### src/rtl/y86_pkg.sv
// Y86-64 shared definitions for encoder and fetch: icodes, register ids, status codes.
// Pure declarations; no latency or flow control.
package y86_pkg;

    localparam logic [3:0] IHALT   = 4'h0;
    localparam logic [3:0] INOP    = 4'h1;
    localparam logic [3:0] IRRMOVQ = 4'h2;
    localparam logic [3:0] IIRMOVQ = 4'h3;
    localparam logic [3:0] IRMMOVQ = 4'h4;
    localparam logic [3:0] IMRMOVQ = 4'h5;
    localparam logic [3:0] IOPQ    = 4'h6;
    localparam logic [3:0] IJXX    = 4'h7;
    localparam logic [3:0] ICALL   = 4'h8;
    localparam logic [3:0] IRET    = 4'h9;
    localparam logic [3:0] IPUSHQ  = 4'hA;
    localparam logic [3:0] IPOPQ   = 4'hB;

    localparam logic [3:0] FNONE = 4'h0;
    localparam logic [3:0] RNONE = 4'hF;
    localparam logic [3:0] RESP  = 4'h4;

    localparam logic [2:0] SAOK = 3'd1;
    localparam logic [2:0] SADR = 3'd2;
    localparam logic [2:0] SINS = 3'd3;
    localparam logic [2:0] SHLT = 3'd4;

    typedef struct packed {
        logic [3:0]  icode;
        logic [3:0]  ifun;
        logic [3:0]  ra;
        logic [3:0]  rb;
        logic [63:0] valc;
    } instr_t;

    typedef enum logic [1:0] {
        ST_IDLE,
        ST_EMIT,
        ST_ERR
    } enc_state_t;

endpackage

### src/rtl/y86_instr_len.sv
// Instruction shape/legality from icode/ifun: regid byte, valC presence, byte length.
// Purely combinational, zero latency; no flow control.
module y86_instr_len
    import y86_pkg::*;
(
    input  logic [3:0] icode,
    input  logic [3:0] ifun,
    output logic       need_regids,
    output logic       need_valc,
    output logic [3:0] len,
    output logic       legal
);

    always_comb begin
        need_regids = icode inside {IRRMOVQ, IIRMOVQ, IRMMOVQ, IMRMOVQ, IOPQ, IPUSHQ, IPOPQ};
        need_valc   = icode inside {IIRMOVQ, IRMMOVQ, IMRMOVQ, IJXX, ICALL};
        len         = 4'd1 + {3'b000, need_regids} + (need_valc ? 4'd8 : 4'd0);

        legal = 1'b0;
        if (icode > IPOPQ)
            legal = 1'b0;
        else if (icode == IRRMOVQ || icode == IJXX)
            legal = (ifun <= 4'd6);
        else if (icode == IOPQ)
            legal = (ifun <= 4'd3);
        else
            legal = (ifun == FNONE);
    end

endmodule

### src/rtl/y86_instr_encoder.sv
// Y86-64 instruction -> byte-serial memory write stream; first byte 1 cycle after accept.
// Output holds stable under out_ready=0; in_ready drops while emitting and sticks low after an error.
module y86_instr_encoder
    import y86_pkg::*;
#(
    parameter logic [63:0] BASE_ADDR = 64'd0,
    parameter int unsigned MEM_BYTES = 1024
) (
    input  logic        clk,
    input  logic        rst,
    input  logic        in_valid,
    output logic        in_ready,
    input  logic [3:0]  in_icode,
    input  logic [3:0]  in_ifun,
    input  logic [3:0]  in_rA,
    input  logic [3:0]  in_rB,
    input  logic [63:0] in_valC,
    output logic        out_valid,
    input  logic        out_ready,
    output logic [7:0]  out_byte,
    output logic [63:0] out_addr,
    output logic        out_last,
    output logic [2:0]  stat,
    output logic        err_pulse,
    output logic [63:0] bytes_total
);

    enc_state_t state, state_nxt;
    instr_t     cur;
    logic [3:0] byte_idx;
    logic [3:0] cur_len;
    logic       cur_regids;

    logic       in_need_regids;
    logic       in_need_valc;
    logic [3:0] in_len;
    logic       in_legal;

    logic       accept;
    logic       xfer;
    logic       overflow;
    logic [2:0] valc_idx;

    y86_instr_len u_len (
        .icode       (in_icode),
        .ifun        (in_ifun),
        .need_regids (in_need_regids),
        .need_valc   (in_need_valc),
        .len         (in_len),
        .legal       (in_legal)
    );

    assign in_ready  = (state == ST_IDLE);
    assign out_valid = (state == ST_EMIT);
    assign out_last  = out_valid && (byte_idx == cur_len - 4'd1);
    assign accept    = in_valid && in_ready;
    assign xfer      = out_valid && out_ready;

    // 65-bit compare so an address near 2^64 cannot wrap into range.
    assign overflow = ({1'b0, out_addr} + {61'd0, in_len}) > 65'(MEM_BYTES);

    always_ff @(posedge clk) begin
        if (rst)
            state <= ST_IDLE;
        else
            state <= state_nxt;
    end

    always_comb begin
        state_nxt = state;
        case (state)
            ST_IDLE: begin
                if (accept)
                    state_nxt = (in_legal && !overflow) ? ST_EMIT : ST_ERR;
            end
            ST_EMIT: begin
                if (xfer && out_last)
                    state_nxt = ST_IDLE;
            end
            ST_ERR:  state_nxt = ST_ERR;
            default: state_nxt = ST_IDLE;
        endcase
    end

    always_ff @(posedge clk) begin
        if (rst) begin
            cur         <= '0;
            byte_idx    <= 4'd0;
            cur_len     <= 4'd0;
            cur_regids  <= 1'b0;
            out_addr    <= BASE_ADDR;
            bytes_total <= 64'd0;
            stat        <= SAOK;
            err_pulse   <= 1'b0;
        end else begin
            err_pulse <= 1'b0;
            if (state == ST_IDLE && accept) begin
                if (!in_legal) begin
                    stat      <= SINS;
                    err_pulse <= 1'b1;
                end else if (overflow) begin
                    stat      <= SADR;
                    err_pulse <= 1'b1;
                end else begin
                    // Unused fields are zeroed so they cannot leak into the byte mux.
                    cur.icode  <= in_icode;
                    cur.ifun   <= in_ifun;
                    cur.ra     <= in_need_regids ? in_rA : 4'd0;
                    cur.rb     <= in_need_regids ? in_rB : 4'd0;
                    cur.valc   <= in_need_valc ? in_valC : 64'd0;
                    cur_len    <= in_len;
                    cur_regids <= in_need_regids;
                    byte_idx   <= 4'd0;
                end
            end else if (xfer) begin
                byte_idx    <= byte_idx + 4'd1;
                out_addr    <= out_addr + 64'd1;
                bytes_total <= bytes_total + 64'd1;
            end
        end
    end

    assign valc_idx = 3'(byte_idx - 4'd1 - {3'b000, cur_regids});

    always_comb begin
        out_byte = 8'h00;
        if (out_valid) begin
            if (byte_idx == 4'd0)
                out_byte = {cur.icode, cur.ifun};
            else if (cur_regids && byte_idx == 4'd1)
                out_byte = {cur.ra, cur.rb};
            else
                out_byte = cur.valc[{valc_idx, 3'b000} +: 8];
        end
    end

endmodule
### config.mk
export PLATFORM = sky130hd
export DESIGN_NAME = y86_instr_encoder
export DESIGN_NICKNAME = d
export VERILOG_FILES = /design/src/rtl/y86_pkg.sv /design/src/rtl/y86_instr_len.sv /design/src/rtl/y86_instr_encoder.sv
export SDC_FILE = /design/constraint.sdc
export NUM_CORES = 1
export LEC_CHECK = 0
export BUFFER_PORTS_ARGS = -buffer_cell sky130_fd_sc_hd__buf_2
export CAP_MARGIN = 20
export CORE_MARGIN = 5
export CORE_UTILIZATION = 54
export CTS_CLUSTER_DIAMETER = 80
export DETAILED_ROUTE_END_ITERATION = 10
export HOLD_SLACK_MARGIN = 0.06
export PLACE_DENSITY = 0.75
export SYNTH_ARGS = -nofsm -noshare
export SYNTH_HDL_FRONTEND = slang
export SYNTH_HIERARCHICAL = 1
export SYNTH_SLANG_ARGS = --single-unit
### constraint.sdc
create_clock -name clk -period 7.1 [get_ports clk]
set_input_delay 0.355 -clock clk [delete_from_list [all_inputs] [get_ports clk]]
set_output_delay 0.355 -clock clk [all_outputs]
set_load 0.005 [all_outputs]
# Yosys cells after proc, flatten, opt, wreduce, memory -nomap -nowiden
# Index checks and enable logic that the tools add are counted.
# op_classes
n_addsub	9
n_mul	0
div	0
n_lt_le_gt_ge	4
eq_ne	18
n_shift	1
n_mux	22
bitwise_logic	2
n_reduce_logical	21
# ops
cell	n
64-bit by 1-bit adder with 64-bit output, second input constant	2
64-bit by 4-bit adder with 65-bit output	1
65-bit by 11-bit greater-than comparator with 1-bit output, second input constant	1
64-bit 2-to-1 mux	1
64-bit by 7-bit indexed part select with 8-bit output	1
4-bit 2-to-1 mux	7
8-bit 2-to-1 mux	3
4-bit by 3-bit == test with 1-bit output, second input constant	4
4-bit == test, second input constant	3
4-bit by 2-bit == test with 1-bit output, second input constant	2
4-bit logical NOT	2
1-bit logical AND	7
7-bit nonzero test	1
2-bit 2-to-1 mux	3
3-bit 2-to-1 mux	2
2-bit by 1-bit != test with 1-bit output, second input constant	3
2-bit case mux with 3 select lines	1
2-bit AND reduction	3
3-bit AND reduction	2
1-bit 2-to-1 mux	5
5-bit nonzero test	1
4-bit by 1-bit adder with 4-bit output, second input constant	1
4-bit adder	1
4-bit by 1-bit == test with 1-bit output, second input constant	1
17 further kinds	19
# word_totals
regBits	223
latch_bits	0
ram_bits	0
romBits	0
in_bits	84
output_inout_bits	143
elab_cells	90
mem_count	0

# Logic depth before layout (Yosys ltp)
# logic_depth
ltp_word	11
depth_mapped	18

# Modules after synthesis
# Netlist, hierarchy kept.
# modules_own_cells
module	n_inst	cells_each	area_per_inst_um2	seq_area_each_um2
y86_instr_encoder	1	1566	12176.7	4444.3
y86_instr_len	1	20	126.4	0.0

# Least setup slack after synthesis
# Ideal clock, no wire load.
# synth_path
path_kind	input to register
startpoint	input in_icode[2]
endpoint	register cur[32] (netlist name)
arrival_time_ns	4.220
required_ns	7.029
path_slack_ns	2.809
cell_stages	17
path_cell_list	or4b_1 o21ai_0 buf_4 ha_1 nand3_1 o22a_1 or3_1 buf_2 or4_1 a22oi_1 nand4_1 or4b_1 buf_2 buf_6 buf_6 or3_1 a21oi_1
# synth_between
elab_chain_cells	8
# synth_lines
item	line	source
from (decl)	y86_instr_encoder.sv:13	input logic [3:0] in_icode,
4-bit by 2-bit == test with 1-bit output (tied with other cells)	y86_instr_len.sv:16	need_valc = icode inside {IIRMOVQ, IRMMOVQ, IMRMOVQ, IJXX, ICALL};
5-bit nonzero test (*)	y86_instr_len.sv:16	
via in_need_valc	y86_instr_encoder.sv:35	logic in_need_valc;
4-bit 2-to-1 mux (*)	y86_instr_len.sv:17	len = 4'd1 + {3'b000, need_regids} + (need_valc ? 4'd8 : 4'd0);
4-bit adder (*)	y86_instr_len.sv:17	
via in_len[3]	y86_instr_encoder.sv:36	logic [3:0] in_len;
64-bit by 4-bit adder with 65-bit output (*)	y86_instr_encoder.sv:60	assign overflow = ({1'b0, out_addr} + {61'd0, in_len}) > 65'(MEM_BYTES);
65-bit by 11-bit greater-than comparator with 1-bit output (*)	y86_instr_encoder.sv:60	
1-bit inverter (no source line) (*)	n/a	
3-bit AND reduction (no source line) (*)	n/a	
to (decl)	y86_instr_encoder.sv:29	instr_t cur;
# Mark *: on every way through the listed nets, which the timed path passes. The rest lies on a longest branch.
# A chain may end at the register's enable or synchronous reset.

# Final worst setup path
# layout_path
startpoint	register out_addr[0]
endpoint	register cur[37] (netlist name)
# layout_between
elab_chain_cells	4
# layout_lines
item	line	source
from (decl)	y86_instr_encoder.sv:21	output logic [63:0] out_addr,
from (signal assigned)	y86_instr_encoder.sv:117	out_addr <= out_addr + 64'd1;
64-bit by 4-bit adder with 65-bit output	y86_instr_encoder.sv:60	
65-bit by 11-bit greater-than comparator with 1-bit output	y86_instr_encoder.sv:60	
1-bit inverter (no source line)	n/a	
3-bit AND reduction (no source line)	n/a	
# No other way between the ends.

==> flow_metrics.tcl <==
set metrics [dict create \
    outcome "complete, no violations" \
    finalSetupViolCount 0 \
    min_path_type "in -> reg" \
    dr.pass1.iters 6 \
    r2r-start "out_addr[0]" \
    seq_area_frac_synth 0.361 \
    r2r_slack_ns 2.05 \
    grtUsageTotal 0.275 \
    gp_congestion 0.961 \
    fmax_mhz 198 \
    yosys_most_used_dff "dfxtp_1" \
    finClkSkew_ns 0.0130 \
    rsz0062_at_grt "no" \
    wl_per_cell_um 18.6 \
    max-vdd-ir-drop_uv 217 \
    synth.distinct_cells 66 \
    core_area_mm2 0.0226 \
    via_per_inst 6.08 \
    total_power_mw 2.78 \
    drc 0 \
    regArea_mm2 0.00444 \
    layout.nets 1814 \
    hold_buffers 0 \
    start_util 0.545 \
    grt_overflow_total 0 \
    antenna_found_initial 0 \
    fin_crit_sh 0.712 \
    cp_slowest_cell "or4b_4" \
    worstSkewPairLatency_ns 0.53 \
    syn_inst 1586 \
    drv_cap 0 \
    whs_ns 0.121 \
    path_clk_slew_ns 0.06 \
    synthesis.nets 1683 \
    power.switching_fraction 0.231 \
    tns_ns 0 \
    fin_area_mm2 0.0142 \
    path_class "reg -> reg" \
    cts_tree "built" \
    synth_edf_count 0 \
    reg2reg_depth 12 \
    grt_pass1_wl_mm 59.7 \
    ys_top_cells_by_area "dfxtp_1, xor2_1, nor2_1" \
    die_y_um 161 \
    internal_power_mw 2.14 \
    drive_above_1_share 0.180 \
    cts_resized 0 \
    hold_path_depth 3 \
    pwr-share-comb 0.052 \
    crit_path_end_kind "flop" \
    tightest_slew_ns 1.14 \
    multi_input_area_mm2 0.00725 \
    p_switching_mw 0.644 \
    power_leakage_nw 5.24 \
    cts.htree.levels 1 \
    placed_cell_area_mm2 0.0133 \
    async_reset_ff_frac 0 \
    synthToLayoutAreaGrowth_pct 15.8 \
    cpPeakStageDelay_ns 0.75 \
    synth_top_area_frac 0.361 \
    dieArea_mm2 0.0259 \
    io-pin-count 227 \
    fin_crit_ns 5.05 \
    dr_total_vias 12300 \
    yosys-top-cells-count "dfxtp_1, nor2_1, nand2_1" \
    drt_iter0_markers 1139 \
    cts-buffers-inserted 26 \
    slew_headroom 0.240 \
    start_kind "flop" \
    sequentialPowerShare 0.451 \
    post_cts_buffers 0 \
    crit_path_frequent_cell "a21oi_1" \
    synth.most_common_cell "dfxtp_1" \
    finalWirelength_mm 37.7 \
    clock_sinks 222 \
    synth_area_per_cell_um2 7.76 \
    cts_root_buffer "clkbuf_16" \
    syn_area_mm2 0.0123 \
    ant_nets 0 \
    nFillCells 2048 \
    hp-start "in_ifun[2]" \
    fp.dieW_um 161 \
    grt_pass1_vias 11400 \
    core.rowCount 55 \
    arrival_ns 5.50 \
    path_cells "ha_1 -> fa_1 -> a211oi_1 -> nor2_1 -> nand4_1 -> nor4_1 -> a21oi_1 -> or4_1 -> or4b_4 -> buf_4 -> or3_1 -> a21oi_1" \
    dpl.hpwl_mm 26.2 \
    ys_ff_latch 222 \
    path_buf_inv 1 \
    crit_family "simple AND/OR/NAND/NOR gates" \
    yosysTopAreaCell "dfxtp_1" \
    ys_warn_count 6 \
    rr_endpoint "cur[37]" \
    path_max_fanout 120 \
    cts_buffer_depth 3 \
    n_antenna_cell 0 \
    power-per-cell-area_mw_per_mm2 195 \
    clockPowerShare 0.497 \
    crit_required_ns 7.55 \
    final_hold_viol_count 0 \
    timing.final.max_slew_violations 0 \
    min_to "cur[74]" \
    port_buffers 225 \
    grt_start_max_net_pins 121 \
]
==> how the worst max path moves through the flow <==
stage	startpoint	to	slack, ns	depth (start not counted)
floorplan	in_icode[2]	cur[32]	2.81	17
global placement	in_icode[2]	cur[58]	1.84	14
detailed placement	in_icode[2]	cur[45]	1.68	14
CTS	out_addr[0]	cur[37]	2.19	12
global route	out_addr[0]	cur[42]	1.78	12
finish	out_addr[0]	cur[37]	2.05	12
==> layout by cell type (no fill, tap or decap), drive strengths merged, types with 5 or more instances in the layout <==
cell,synthesis,final
or3,103,103
nand4,82,82
nand3,63,63
or2,5,5
inv,24,26
dfxtp,222,222
buf,27,233
xor2,85,85
a21oi,128,128
or4,8,8
xnor2,55,55
and3,17,17
nand2,168,168
mux2i,13,13
nor4,24,24
and2,9,9
ha,12,12
clkinv,0,7
a211oi,12,12
nor3,42,42
and4,12,12
nor2,171,171
clkbuf,103,34
o21ai,123,123
mux4,16,16
==> worst reg2reg max path, cell delays in order (launching register included) <==
cell and delay [ns]:
dfxtp_1 0.43, ha_1 0.22, fa_1 0.22, a211oi_1 0.09, nor2_1 0.67, nand4_1 0.43
nor4_1 0.38, a21oi_1 0.07, or4_1 0.56, or4b_4 0.75, buf_4 0.48, or3_1 0.54
a21oi_1 0.15
==> logic make-up after synthesis <==
| kind of cell | after synthesis | share of synthesized area |
|---|---|---|
| AOI/OAI and AO/OA | 301 | 0.135 |
| xor gates and xnor gates | 140 | 0.0997 |
| adders and majority gates | 13 | 0.0138 |
| buffers and inverters | 154 | 0.0519 |
| DFF | 222 | 0.361 |
| muxes | 30 | 0.0408 |
| other | 2 | 0.000610 |
| and+or+nand+nor | 724 | 0.297 |
==> power by group through the flow <==
stage | logic (mW) | registers (mW) | clock network, mW
after global routing | 0.158 | 1.26 | 1.46
after floorplan | 0.0922 | 1.28 | 0
after global placement | 0.138 | 1.28 | 0
after CTS | 0.140 | 1.26 | 1.41
after detailed placement | 0.140 | 1.28 | 0
final | 0.143 | 1.26 | 1.38
==> layout make-up <==
class / instances / share of cell area
clock buffers: 34 / 0.0521
clock inverters: 13 / 0.0105
inverters: 24 / 0.00633
multi-input cells: 1210 / 0.509
flip-flops and latches: 222 / 0.312
well taps: 285 / 0.0250
repair buffers: 233 / 0.0851
==> flip-flops by register name, indices dropped and copies added (netlist names) <==
register,count
cur,80
bytes_total,64
out_addr,64
byte_idx,4
cur_len,4
stat,2
state,2
cur_regids,1
err_pulse,1
==> layer usage <==
layer | share of wire | vias up | wire, um | global-route usage
met5 | 0 | - | 0 | 0
met4 | 0.028 | 0 | 1040 | 0.0803
met3 | 0.091 | 74 | 3420 | 0.0677
met2 | 0.44 | 565 | 16700 | 0.425
met1 | 0.44 | 5763 | 16500 | 0.384
li1 | - | 5878 | - | -
==> stage by stage <==
step           setup slack, ns  utilization  instances
2_1_floorplan             2.81            -       1586
3_3_place_gp              1.84        0.590       1972
6_report                  2.05        0.631       2021
4_1_cts                   2.19        0.629       2019
3_5_place_dp              1.68        0.590       1972
5_1_grt                   1.78        0.631       2021
(Power assumes the default switching activity.)
